<file path="src/rtl/fft_mem_pkg.sv">
// Shared definitions for the FFT memory-port arbiter: address width default,
// arbiter FSM encodings and channel indices.
package fft_mem_pkg;

  localparam int unsigned DEF_ADDR_W = 32;

  localparam logic [0:0] ST_IDLE = 1'b0;
  localparam logic [0:0] ST_REQ  = 1'b1;

  localparam int unsigned CH_RD = 0;
  localparam int unsigned CH_WR = 1;

endpackage

</file>
<file path="src/rtl/fft_chan_ctx.sv">
// Per-channel stream context: latches base offset and length on start,
// tracks the word index and produces the current word address.
module fft_chan_ctx
  import fft_mem_pkg::*;
#(
  parameter int unsigned ADDR_W = DEF_ADDR_W
) (
  input  logic              clk,
  input  logic              reset,
  input  logic              start,
  input  logic [ADDR_W-1:0] cfg_offset,
  input  logic [ADDR_W-1:0] cfg_filesize,
  input  logic              xfer,
  output logic              busy,
  output logic              done,
  output logic [ADDR_W-1:0] addr
);

  logic [ADDR_W-1:0] offset;
  logic [ADDR_W-1:0] filesize;
  logic [ADDR_W-1:0] index;
  logic              last;

  // Address wraps modulo 2^ADDR_W; carry is intentionally dropped.
  assign addr = offset + index;
  assign last = ((index + ADDR_W'(1)) == filesize);

  always_ff @(posedge clk) begin
    if (reset) begin
      offset   <= '0;
      filesize <= '0;
      index    <= '0;
      busy     <= 1'b0;
      done     <= 1'b0;
    end else begin
      done <= 1'b0;
      if (start && !busy) begin
        offset   <= cfg_offset;
        filesize <= cfg_filesize;
        index    <= '0;
        // An empty file completes immediately without ever becoming busy.
        busy     <= (cfg_filesize != '0);
        done     <= (cfg_filesize == '0);
      end else if (xfer) begin
        index <= index + ADDR_W'(1);
        if (last) begin
          busy <= 1'b0;
          done <= 1'b1;
        end
      end
    end
  end

endmodule

</file>
<file path="src/rtl/fft_mem_port_arbiter.sv">
// Round-robin arbiter sharing one 128-bit-word memory port between the FFT
// input-read stream (channel 0) and output-write stream (channel 1).
module fft_mem_port_arbiter
  import fft_mem_pkg::*;
#(
  parameter int unsigned ADDR_W = DEF_ADDR_W
) (
  input  logic              clk,
  input  logic              reset,
  input  logic [1:0]        start,
  input  logic [ADDR_W-1:0] offset0,
  input  logic [ADDR_W-1:0] filesize0,
  input  logic [ADDR_W-1:0] offset1,
  input  logic [ADDR_W-1:0] filesize1,
  input  logic [1:0]        ch_rdy,
  output logic [1:0]        ch_xfer,
  output logic [1:0]        busy,
  output logic [1:0]        done,
  output logic              mem_req,
  output logic              mem_we,
  output logic [ADDR_W-1:0] mem_addr,
  input  logic              mem_ack
);

  logic [0:0]        state;
  logic              grant;
  logic              rr_ptr;
  logic [1:0]        elig;
  logic              pick;
  logic              xfer_ok;
  logic [ADDR_W-1:0] addr0;
  logic [ADDR_W-1:0] addr1;

  fft_chan_ctx #(.ADDR_W(ADDR_W)) u_ctx_rd (
    .clk          (clk),
    .reset        (reset),
    .start        (start[CH_RD]),
    .cfg_offset   (offset0),
    .cfg_filesize (filesize0),
    .xfer         (ch_xfer[CH_RD]),
    .busy         (busy[CH_RD]),
    .done         (done[CH_RD]),
    .addr         (addr0)
  );

  fft_chan_ctx #(.ADDR_W(ADDR_W)) u_ctx_wr (
    .clk          (clk),
    .reset        (reset),
    .start        (start[CH_WR]),
    .cfg_offset   (offset1),
    .cfg_filesize (filesize1),
    .xfer         (ch_xfer[CH_WR]),
    .busy         (busy[CH_WR]),
    .done         (done[CH_WR]),
    .addr         (addr1)
  );

  assign elig    = busy & ch_rdy;
  // rr_ptr names the channel to prefer when both are eligible.
  assign pick    = (elig == 2'b11) ? rr_ptr : elig[1];
  assign xfer_ok = (state == ST_REQ) && mem_ack;
  assign ch_xfer = {xfer_ok && grant, xfer_ok && !grant};

  always_ff @(posedge clk) begin
    if (reset) begin
      state    <= ST_IDLE;
      grant    <= 1'b0;
      rr_ptr   <= 1'b0;
      mem_req  <= 1'b0;
      mem_we   <= 1'b0;
      mem_addr <= '0;
    end else begin
      case (state)
        ST_IDLE: begin
          if (|elig) begin
            state    <= ST_REQ;
            grant    <= pick;
            mem_req  <= 1'b1;
            mem_we   <= pick;
            mem_addr <= pick ? addr1 : addr0;
          end
        end
        ST_REQ: begin
          if (mem_ack) begin
            state   <= ST_IDLE;
            mem_req <= 1'b0;
            rr_ptr  <= !grant;
          end
        end
        default: state <= ST_IDLE;
      endcase
    end
  end

endmodule
</file>
<file path="config.mk">
export PLATFORM = sky130hd
export DESIGN_NAME = fft_mem_port_arbiter
export DESIGN_NICKNAME = d
export VERILOG_FILES = /design/src/rtl/fft_mem_pkg.sv /design/src/rtl/fft_chan_ctx.sv /design/src/rtl/fft_mem_port_arbiter.sv
export SDC_FILE = /design/constraint.sdc
export NUM_CORES = 1
export LEC_CHECK = 0
export CAP_MARGIN = 0
export CORE_UTILIZATION = 25
export CTS_BUF_LIST = sky130_fd_sc_hd__clkbuf_16
export CTS_CLUSTER_DIAMETER = 40
export DETAILED_ROUTE_END_ITERATION = 8
export PLACE_DENSITY_LB_ADDON = 0.2
export SETUP_SLACK_MARGIN = 0.1
export SYNTH_ARGS = -nofsm -noshare
export SYNTH_HDL_FRONTEND = slang
export SYNTH_SLANG_ARGS = --single-unit
</file>
<file path="constraint.sdc">
create_clock -name clk -period 2.8 [get_ports clk]
set_input_delay 0.84 -clock clk [delete_from_list [all_inputs] [get_ports clk]]
set_output_delay 0.84 -clock clk [all_outputs]
set_load 0.1 [all_outputs]
</file>
==> results.cfg <==
[place]
place_area_um2 = 18000
place_congestion = 0.885
port_buffers = 174
dp.final_hpwl_mm = 39.4
dp_slack_ns = -0.536

[global_route]
grt_max_degree = 58
grt_pass1_vias = 14100
grtUsageTotal = 0.173
antenna_found_initial = 0
overflow = 0
grt_pass1_wl_mm = 77.6

[critical_path]
arrival_ns = 3.14
critPathMaxFanout = 6
required_ns = 3.22
slowest_stage = or4b_4
reg2reg_depth = 11
crit_buf_inv = 3
start_kind = flip-flop
critical_path_depth = 11
critical_path.top_delay_family = simple AND/OR/NAND/NOR gates
rrSetupSlack_ns = 0.08
cp-startpoint = u_ctx_rd.index[2]
worstPathCellList = buf_6 > nand4_1 > buf_4 > or3_4 > nor2_2 > or4b_4 > a22oi_2 > nand4_1 > buf_4 > o41ai_2 > a21oi_1
crit_path_end = u_ctx_rd.busy
timing.rr.start = u_ctx_rd.index[2]
r2r-end = u_ctx_rd.busy
worst-setup-path-type = flip-flop to flip-flop
max_stage_delay_ns = 0.50
crit_path_end_kind = flip-flop

[finish]
final_area_um2 = 20800
drive_gt1_frac = 0.252
areaGrowthSynthToFinish_pct = 48.8
final_nets = 2420
diodes = 0

[synthesis]
synthFlopType = dfxtp_1
synth_warnings = 0
ys_seq_area_frac = 0.333
syn-mean-instance-area_um2 = 7.64
synth_top_cell_area_share = 0.333
yosys-top-cells-count = 374 x nand2_1, 232 x dfxtp_1, 217 x a21oi_1
yosysUniqueCellTypes = 76
syn_inst = 1827
syn_area_um2 = 14000
synth_area_leaders = dfxtp_1 33%, nand2_1 10%, a21oi_1 7.8%
yosys.area.top_type = dfxtp_1
async_flop_share = 0
synth-seq-cells = 232
yosysMostFrequentCell = nand2_1
synth_nets = 2028
synth-edff-count = 0

[floorplanning]
rows = 86
ios = 175
core_um2 = 55200
die_area_um2 = 56800
start_util = 0.253
die_w_um = 238
dieHeight_um = 238

[worst_hold_path]
hold_path.class = flip-flop to flip-flop

[routing]
drcViolationCount = 0
wl_met2_mm = 23.7
top_layer_used = met4
wirelength_mm = 50.5
avgViaCountPerCell = 4.72
routedWlPerCell_um = 16.8
met1_length_mm = 24.0
firstDrtPassIters = 5
drtIter0Drc = 649
num_vias = 14200
wl_met3_mm = 1.78
drtAntennaViolNets = 0

[clock_network]
cts.sinks = 232
clockRootBuffer = clkbuf_16
cts_tree = yes
htreeDepth = 2
holdBufCountCts = 0
worstSkewPairLatency_ns = 0.57
cts_max_path_buffers = 3
clk_pin_slew_ns = 0.05
cts_made_buffers = 48

[status]
status = finished clean

[sta]
rsz0062_at_grt = yes
final_max_slew_viol_count = 0
worst_pin_slew_ns = 0.621
setup-violations-final = 0
hold_violations = 0
fmax_mhz = 368
slew-limit-headroom = 0.586
finalClockSkew_ns = 0.0170
timing.hold.ws_ns = 0.464
fin_ws_ns = 0.0809
fin_crit_ns = 2.72
setup_tns_ns = 0
min_period_over_period = 0.971

[power_and_ir_drop]
pwr_density_cell_nw_per_um2 = 540
ir_worst_vdd_uv = 489
p_total_mw = 11.2
leakagePower_nw = 8.36

[job]
cap_viol_max_count = 0
## how the worst min path moves through the flow
stage                             start             endpoint  slack (ns)  depth (start not counted)
floorplan            u_ctx_rd.offset[0]   u_ctx_rd.offset[0]        0.44                          2
global route        u_ctx_wr.offset[29]  u_ctx_wr.offset[29]        0.49                          2
finish               u_ctx_wr.offset[5]   u_ctx_wr.offset[5]        0.46                          2
detailed placement   u_ctx_rd.offset[7]   u_ctx_rd.offset[7]        0.46                          2
global placement     u_ctx_wr.offset[9]   u_ctx_wr.offset[9]        0.46                          2
CTS                  u_ctx_rd.offset[7]   u_ctx_rd.offset[7]        0.47                          2
## state kept, by name, indices dropped and copies added, names as in the netlist, 32 cells and up
register,flops
mem_addr,32
u_ctx_rd.filesize,32
u_ctx_rd.index,32
u_ctx_rd.offset,32
u_ctx_wr.filesize,32
u_ctx_wr.index,32
u_ctx_wr.offset,32
## placed cells by master (no fill, tap or decap), types with 11 or more instances in the layout
| master | instances |
|---|---|
| dfxtp_1 | 201 |
| buf_4 | 287 |
| clkbuf_16 | 48 |
| clkdlybuf4s50_1 | 132 |
| a21oi_2 | 13 |
| nor4_1 | 28 |
| a31oi_1 | 18 |
| o21ai_0 | 52 |
| nor2_1 | 127 |
| dfxtp_2 | 23 |
| nand3_1 | 37 |
| xnor2_1 | 112 |
| xor2_1 | 72 |
| and3_1 | 21 |
| inv_1 | 28 |
| a21oi_1 | 201 |
| or3_1 | 15 |
| nor3_1 | 27 |
| ha_1 | 53 |
| inv_6 | 12 |
| buf_6 | 11 |
| a21o_1 | 42 |
| nand2_1 | 372 |
| nand4_1 | 25 |
## area by class of cell
class	instances	area, um^2
Fill cell	5704	34400
Multi-Input combinational cell	1464	9570
Sequential cell	232	4700
Timing Repair Buffer	440	3790
Clock buffer	48	1200
Tap cell	748	936
Clock inverter	39	449
Inverter	33	128
## cells by family (layout without fill, tap and decap cells)
family	Yosys count	in the layout	share of synthesized area
AO/OA/AOI/OAI	449	449	0.196
XOR/XNOR	191	191	0.120
adder cells (fa/ha/maj)	66	66	0.0602
buffers and inverters	131	560	0.0383
flip-flops	232	232	0.333
multiplexers	9	9	0.00681
AND/OR/NAND/NOR	749	749	0.246
## worst reg2reg max path, stage by stage, from the launching register on
cell,delay [ns]
dfxtp_2,0.36
buf_6,0.13
nand4_1,0.11
buf_4,0.17
or3_4,0.40
nor2_2,0.11
or4b_4,0.50
a22oi_2,0.16
nand4_1,0.16
buf_4,0.18
o41ai_2,0.19
a21oi_1,0.10
## layer usage
metal  vias up  global-route usage
met5         -                   0
met4         0              0.0484
met3        60              0.0227
met2       285               0.293
met1      6614               0.230
li1       7217                   -
## power breakdown
| group | internal, mW | total [mW] | switching, mW |
|---|---|---|---|
| clock network | 3.76 | 5.85 | 2.09 |
| logic | 0.661 | 1.72 | 1.06 |
| registers | 3.47 | 3.65 | 0.172 |
| total | 7.89 | 11.2 | 3.32 |
## timing repair
item,in CTS,in global routing
endpoints found under the setup margin,23,22
cloned,0,0
resized for setup,79,124
buffers inserted,16,17
pin swaps,33,62
## per-stage QoR
step	instances	utilization
floorplan	1827	-
global placement	2884	0.326
detailed placement	2884	0.326
CTS	2987	0.364
global route	3004	0.376
finish	3004	0.376
No activity file was read; power rests on OpenSTA's default activity.
